--- src/rtl/rgb_fade_ctrl.sv ---
// rgb_fade_ctrl: host-programmed colour fader, sole master of the rgb_led write port.
// Latency: STEP_DIV wait cycles, then 1 step cycle, then R/G/B duty writes on 3 consecutive cycles.
// Backpressure: none; rgb_led accepts every write strobe, host registers are always ready.
//
// Ports: pclk/nreset clock and async active-low reset; bus_* host register port
// (combinational read, single-cycle write strobe); led_* registered write port to
// rgb_led; fade_irq fade-complete interrupt.
// Build option: define RGB_FADE_CTRL_IRQ_EN to build fade_irq as a registered copy of
// STATUS.done; otherwise fade_irq is tied low.
module rgb_fade_ctrl #(
    parameter int         DUTY_W     = 8,
    parameter int         DIV_W      = 16,
    parameter logic [7:0] LED_R_ADDR = 8'h00,
    parameter logic [7:0] LED_G_ADDR = 8'h04,
    parameter logic [7:0] LED_B_ADDR = 8'h08
) (
    input  logic        pclk,
    input  logic        nreset,
    input  logic        bus_write_en,
    input  logic        bus_read_en,
    input  logic [7:0]  bus_addr,
    input  logic [31:0] bus_write_data,
    output logic [31:0] bus_read_data,
    output logic        led_write_en,
    output logic [7:0]  led_addr,
    output logic [31:0] led_write_data,
    output logic        fade_irq
);

    localparam int CW = 3 * DUTY_W;

    localparam logic [7:0] A_CTRL    = 8'h00;
    localparam logic [7:0] A_TARGET  = 8'h04;
    localparam logic [7:0] A_DIV     = 8'h08;
    localparam logic [7:0] A_STATUS  = 8'h0C;
    localparam logic [7:0] A_COLOR_B = 8'h10;

    typedef enum logic [2:0] {IDLE, WAIT, STEP, WR_R, WR_G, WR_B} state_t;

    state_t              state, state_nxt;
    logic [DIV_W-1:0]    cnt, cnt_nxt, div_lim;
    logic [CW-1:0]       current, cur_nxt, stepped;
    logic [CW-1:0]       target, color_b;
    logic [DIV_W-1:0]    step_div;
    logic                enable, loop, done;
    logic                set_done, do_swap;
    logic                led_en_nxt;
    logic [7:0]          led_addr_nxt;
    logic [DUTY_W-1:0]   led_duty, led_duty_nxt;
    logic                unused_wdata;

    assign unused_wdata = ^bus_write_data[31:CW];

    // Moves one channel a single count toward its target; never overshoots.
    function automatic logic [DUTY_W-1:0] step_ch(input logic [DUTY_W-1:0] c,
                                                  input logic [DUTY_W-1:0] t);
        if (c < t)      return c + 1'b1;
        else if (c > t) return c - 1'b1;
        else            return c;
    endfunction

    assign stepped = {step_ch(current[CW-1 -: DUTY_W],     target[CW-1 -: DUTY_W]),
                      step_ch(current[2*DUTY_W-1 -: DUTY_W], target[2*DUTY_W-1 -: DUTY_W]),
                      step_ch(current[DUTY_W-1:0],         target[DUTY_W-1:0])};

    // STEP_DIV of 0 is treated as 1, so the compare value is 0 in both cases.
    assign div_lim = (step_div == '0) ? '0 : step_div - 1'b1;

    always_comb begin
        state_nxt    = state;
        cnt_nxt      = cnt;
        cur_nxt      = current;
        set_done     = 1'b0;
        do_swap      = 1'b0;
        led_en_nxt   = 1'b0;
        led_addr_nxt = '0;
        led_duty_nxt = '0;
        case (state)
            IDLE: begin
                if (enable && (current != target)) begin
                    state_nxt = WAIT;
                    cnt_nxt   = '0;
                end
            end
            WAIT: begin
                // >= rather than == so a STEP_DIV shrunk mid-wait still fires.
                if (!enable)              state_nxt = IDLE;
                else if (cnt >= div_lim)  state_nxt = STEP;
                else                      cnt_nxt   = cnt + 1'b1;
            end
            STEP: begin
                cur_nxt      = stepped;
                state_nxt    = WR_R;
                led_en_nxt   = 1'b1;
                led_addr_nxt = LED_R_ADDR;
                led_duty_nxt = stepped[CW-1 -: DUTY_W];
            end
            WR_R: begin
                state_nxt    = WR_G;
                led_en_nxt   = 1'b1;
                led_addr_nxt = LED_G_ADDR;
                led_duty_nxt = current[2*DUTY_W-1 -: DUTY_W];
            end
            WR_G: begin
                state_nxt    = WR_B;
                led_en_nxt   = 1'b1;
                led_addr_nxt = LED_B_ADDR;
                led_duty_nxt = current[DUTY_W-1:0];
            end
            WR_B: begin
                cnt_nxt = '0;
                if (current == target) begin
                    set_done = 1'b1;
                    if (loop && enable) begin
                        do_swap   = 1'b1;
                        state_nxt = WAIT;
                    end else begin
                        state_nxt = IDLE;
                    end
                end else begin
                    state_nxt = enable ? WAIT : IDLE;
                end
            end
            default: state_nxt = IDLE;
        endcase
    end

    // Output strobes are registered off next-state so they line up with WR_* cycles.
    always_ff @(posedge pclk or negedge nreset) begin
        if (!nreset) begin
            state        <= IDLE;
            cnt          <= '0;
            current      <= '0;
            led_write_en <= 1'b0;
            led_addr     <= '0;
            led_duty     <= '0;
        end else begin
            state        <= state_nxt;
            cnt          <= cnt_nxt;
            current      <= cur_nxt;
            led_write_en <= led_en_nxt;
            led_addr     <= led_addr_nxt;
            led_duty     <= led_duty_nxt;
        end
    end

    assign led_write_data = {{(32-DUTY_W){1'b0}}, led_duty};

    // Host registers; the loop-mode endpoint swap overrides a same-cycle host write.
    always_ff @(posedge pclk or negedge nreset) begin
        if (!nreset) begin
            enable   <= 1'b0;
            loop     <= 1'b0;
            target   <= '0;
            step_div <= DIV_W'(1);
            color_b  <= '0;
            done     <= 1'b0;
        end else begin
            if (bus_write_en) begin
                case (bus_addr)
                    A_CTRL:    begin enable <= bus_write_data[0]; loop <= bus_write_data[1]; end
                    A_TARGET:  target   <= bus_write_data[CW-1:0];
                    A_DIV:     step_div <= bus_write_data[DIV_W-1:0];
                    A_COLOR_B: color_b  <= bus_write_data[CW-1:0];
                    default:   ;
                endcase
            end
            if (do_swap) begin
                target  <= color_b;
                color_b <= target;
            end
            if (set_done)
                done <= 1'b1;
            else if (bus_write_en && (bus_addr == A_STATUS))
                done <= 1'b0;
        end
    end

    always_comb begin
        bus_read_data = '0;
        if (bus_read_en) begin
            case (bus_addr)
                A_CTRL:    bus_read_data[1:0]       = {loop, enable};
                A_TARGET:  bus_read_data[CW-1:0]    = target;
                A_DIV:     bus_read_data[DIV_W-1:0] = step_div;
                A_STATUS: begin
                    bus_read_data[0]      = (state != IDLE);
                    bus_read_data[1]      = done;
                    bus_read_data[8 +: CW] = current;
                end
                A_COLOR_B: bus_read_data[CW-1:0]    = color_b;
                default:   bus_read_data = '0;
            endcase
        end
    end

`ifdef RGB_FADE_CTRL_IRQ_EN
    logic irq_q;
    always_ff @(posedge pclk or negedge nreset) begin
        if (!nreset) irq_q <= 1'b0;
        else         irq_q <= done;
    end
    assign fade_irq = irq_q;
`else
    assign fade_irq = 1'b0;
`endif

endmodule
--- config.mk ---
export PLATFORM = sky130hd
export DESIGN_NAME = rgb_fade_ctrl
export DESIGN_NICKNAME = d
export VERILOG_FILES = /design/src/rtl/rgb_fade_ctrl.sv
export SDC_FILE = /design/constraint.sdc
export NUM_CORES = 1
export LEC_CHECK = 0
export ABC_AREA = 0
export ABC_CLOCK_PERIOD_IN_PS = 8490
export CAP_MARGIN = 20
export CORE_MARGIN = 2
export CORE_UTILIZATION = 55
export DETAILED_ROUTE_END_ITERATION = 7
export DONT_BUFFER_PORTS = 1
export HOLD_SLACK_MARGIN = 0.02
export PLACE_DENSITY = 0.7
export SYNTH_ARGS = -nofsm -noshare
export SYNTH_HDL_FRONTEND = slang
export SYNTH_SLANG_ARGS = --single-unit
--- constraint.sdc ---
create_clock -name pclk -period 8.49 [get_ports pclk]
set_input_delay 1.698 -clock pclk [delete_from_list [all_inputs] [get_ports pclk]]
set_output_delay 1.698 -clock pclk [all_outputs]
set_load 0.05 [all_outputs]
==> results.md <==
- Status: complete, no violations
- Post-CTS Setup Repair Bufs: 0
- RD Place Congestion: about 0.9
- Post-Synthesis Cells: between 800 and 900
- Cell chain of the critical path: or4_4 > nor3_4 > and2_1 > and2b_1 > a22oi_1 > a21oi_1
- P&R area growth vs syn: 5.872%
- Worst path slowest cell: a21oi_1
- Die area: about 16000 sq um
- DRC viols: 0
- Crit Path Max Fanout: 26
- CTS Sinks: 121
- Drt pass-1 iters: 7
- Fmax: between 0.15 and 0.2 GHz
- Mapped Area: roughly 8000 sq um
- Die height: approximately 130 microns
- Pin count of the biggest net entering global routing: between 100 and 150
- Synth area leaders: dfrtp_1 (37%), ha_1 (8.7%), mux2i_1 (6.1%)
- Ys flop type: dfrtp_1
- GR Overflow Total: 0
- Final nets: 976
- Final Max Tran Viols: 0
- Period Utilization, post-route: ~75%
- First-pass GRT wire length: between 30000 and 40000 microns
- Final setup fails: 0
- Power per cell area: 169.7 nW/um^2
- Hold Slack: around 0.55 ns
- GRT Total Usage: a little over a quarter
- Vias in the first global route: around 6600
- Arrival time worst endpoint: between 4 and 5 ns
- Post-synth EDFFs: 0
- RSZ-0062 raised after global routing: false
- Worst Tran Pin Value: ~1.2 ns
- Launching point of the worst reg2reg path: step_div[4]
- Die W: between 100 and 150 microns
- Max H-tree Level: 4
- CP Launch Type: input pin
- Port bufs: 0
- Placed cell area: about 8100 sq um
- DR vias/cell: 6.288
- Critical path required time: 6.79 ns
- Worst r2r path cells: 12
- Asr flop ratio synth: 100.0%
- CTS clk-pin slew, worst paths: ~0.060 ns
- Buf/Inv on CP: 0
- Total CTS buffers: 17
- Initial antenna violation count: 0
- Power Total: roughly 0.0015 W
- CTS max path bufs: 2
- Max_slew headroom: a little under a fifth
- Max_cap viols: 0
- Routed via count: ~6700
- Share of cells above drive strength 1: under 10%
- HPWL Detailed: between 10000 and 15000 microns
- WHS Endpoint: done
- Crit path largest cell delay: 1.02 ns
- Total core area: around 15000 sq um
- CTS tree: yes
- Setup CP Type: input pin to primary output
- Max IR drop VDD: between 0.0001 and 0.00015 V
- Yosys reg bits: 121
- Clock Skew: ~0.0066 ns
- Min-Delay Startpoint: done
- Routed wire length: ~21000 microns
- Iteration-0 DRC Markers: ~720
- Placed insts: a little over 1000
- # fillers: 1213
- Cells on Worst Hold Path: 1
- Clock root cell: clkbuf_16
- Hold_buf cts: 0
- CTS resizes: 0
- Cell Count, Final, Fillers Out: 1070
- Row count: 44
- WL/cell: a little under 20 microns
- Worst skew pair latency: about 0.43 ns
- Static Leak: about 4.4 nW
- Mean Syn Cell Area: 9.148 sq um
- Setup slack, reg-to-reg: between 3 and 4 ns
- Final instance area: 8707 sq um
- Top Family by Delay on Critical Path: simple AND/OR/NAND/NOR gates
- Final hold violation count: 0
- Hold Crit Class: flop to flop
- Worst R2R End: cnt[7]
- Register area share after synthesis: 36.83%
- Synth top area share: 36.51%
- Antenna cells: 0
- Routed Antenna Nets: 0
- Critical path endpoint category: primary output
- Library cells used by synthesis: 60
- # IOs: 118
- Initial Util: approximately 56%
- Yosys warnings: 0
- Setup TNS: 0 ns
- Period minus WS final: approximately 6.4 ns
- Largest area contributor in the netlist: dfrtp_1
## routing by layer
metal / vias up / global-route usage, % / part of all wire, %
li1: 3119 / - / -
met3: 46 / 7.859 / 9.3
met4: 0 / 10.28 / 2.6
met5: - / 0 / 0
met2: 285 / 42.03 / 47
met1: 3278 / 35.10 / 41
## area by class of cell
type	count	area (sq um)	area share, %
Multi-Input combinational cell	694	4715	54.15
Sequential cell	121	3029	34.79
Clock buffer	19	432.9	4.972
Tap cell	184	230.2	2.644
Clock inverter	13	123.9	1.423
Inverter	33	123.9	1.423
Timing Repair Buffer	6	52.55	0.6035
## registers in the layout, indices dropped and copies added, names as in the netlist
signal / count
current: 24
led_write_en: 1
target: 24
done: 1
led_addr: 2
state: 3
led_duty: 8
enable: 1
step_div: 16
cnt: 16
color_b: 24
loop: 1
## synth_stat cells, types with 5 or more instances
cell      instances
nor4_1            6
nand4_1          10
buf_4            34
xor2_1           17
nor3_1           17
a31oi_1           6
mux2_1           10
o211ai_1          9
nand2_1          77
a21o_1           14
a22oi_1           9
xnor2_1          26
and2_1            5
a21oi_1          88
ha_1             57
buf_2            12
mux2i_1          50
a222oi_1         24
nand2b_1          5
nor2b_1           6
dfrtp_1         120
nor2_1           92
clkbuf_1         32
a211o_1           5
mux2_2           18
o21ai_0          19
and3_1           20
nand3_1          22
or4_1             7
inv_1            33
## kinds of logic (layout without fill, tap and decap cells)
family	Yosys count	after routing	share of synthesized area, %
multiplexers	78	78	9.919
flip-flops	121	121	36.83
buffers and inverters	114	71	7.211
XOR/XNOR	43	43	4.579
adder cells (fa/ha/maj)	59	59	9.159
AND/OR/NAND/NOR	289	289	16.98
other	1	31	0.04560
AO/OA/AOI/OAI	194	194	15.27
## where the power goes
part	internal (W)	switching, W	leakage (nW)
combinational	0.0000641	0.000111	2.72
clock	0.000404	0.000283	0.264
sequential	0.000593	0.0000219	1.45
## through the flow
stage                     util (%)  setup WS [ns]
final                        59.68          2.107
after global routing         59.68          2.010
after CTS                    59.58          2.167
after detailed placement     55.76          2.173
after global placement       55.76          2.145
after floorplan                  -          2.871
## worst max path at each step
stage	startpoint	to	slack (ns)	depth (start not counted)
2_1_floorplan	bus_addr[1]	bus_read_data[0]	2.87	8
3_3_place_gp	bus_addr[1]	bus_read_data[1]	2.14	6
3_5_place_dp	bus_addr[1]	bus_read_data[6]	2.17	6
4_1_cts	bus_addr[1]	bus_read_data[6]	2.17	6
5_1_grt	bus_addr[1]	bus_read_data[7]	2.01	6
6_report	bus_addr[1]	bus_read_data[1]	2.11	6
## cells in the final DEF, fill, tap and decap left out, drive strengths merged, types with 7 or more instances in the layout
| master | instances |
|---|---|
| a21o | 14 |
| a21oi | 88 |
| a222oi | 24 |
| a22oi | 9 |
| a31oi | 7 |
| and3 | 20 |
| clkbuf | 19 |
| clkinv | 7 |
| conb | 31 |
| dfrtp | 120 |
| ha | 57 |
| inv | 35 |
| mux2 | 28 |
| mux2i | 50 |
| nand2 | 80 |
| nand3 | 22 |
| nand4 | 10 |
| nor2 | 92 |
| nor3 | 18 |
| o211ai | 9 |
| o21ai | 22 |
| or4 | 8 |
| xnor2 | 26 |
| xor2 | 17 |
Note: power is estimated with default switching activity, not from simulation.
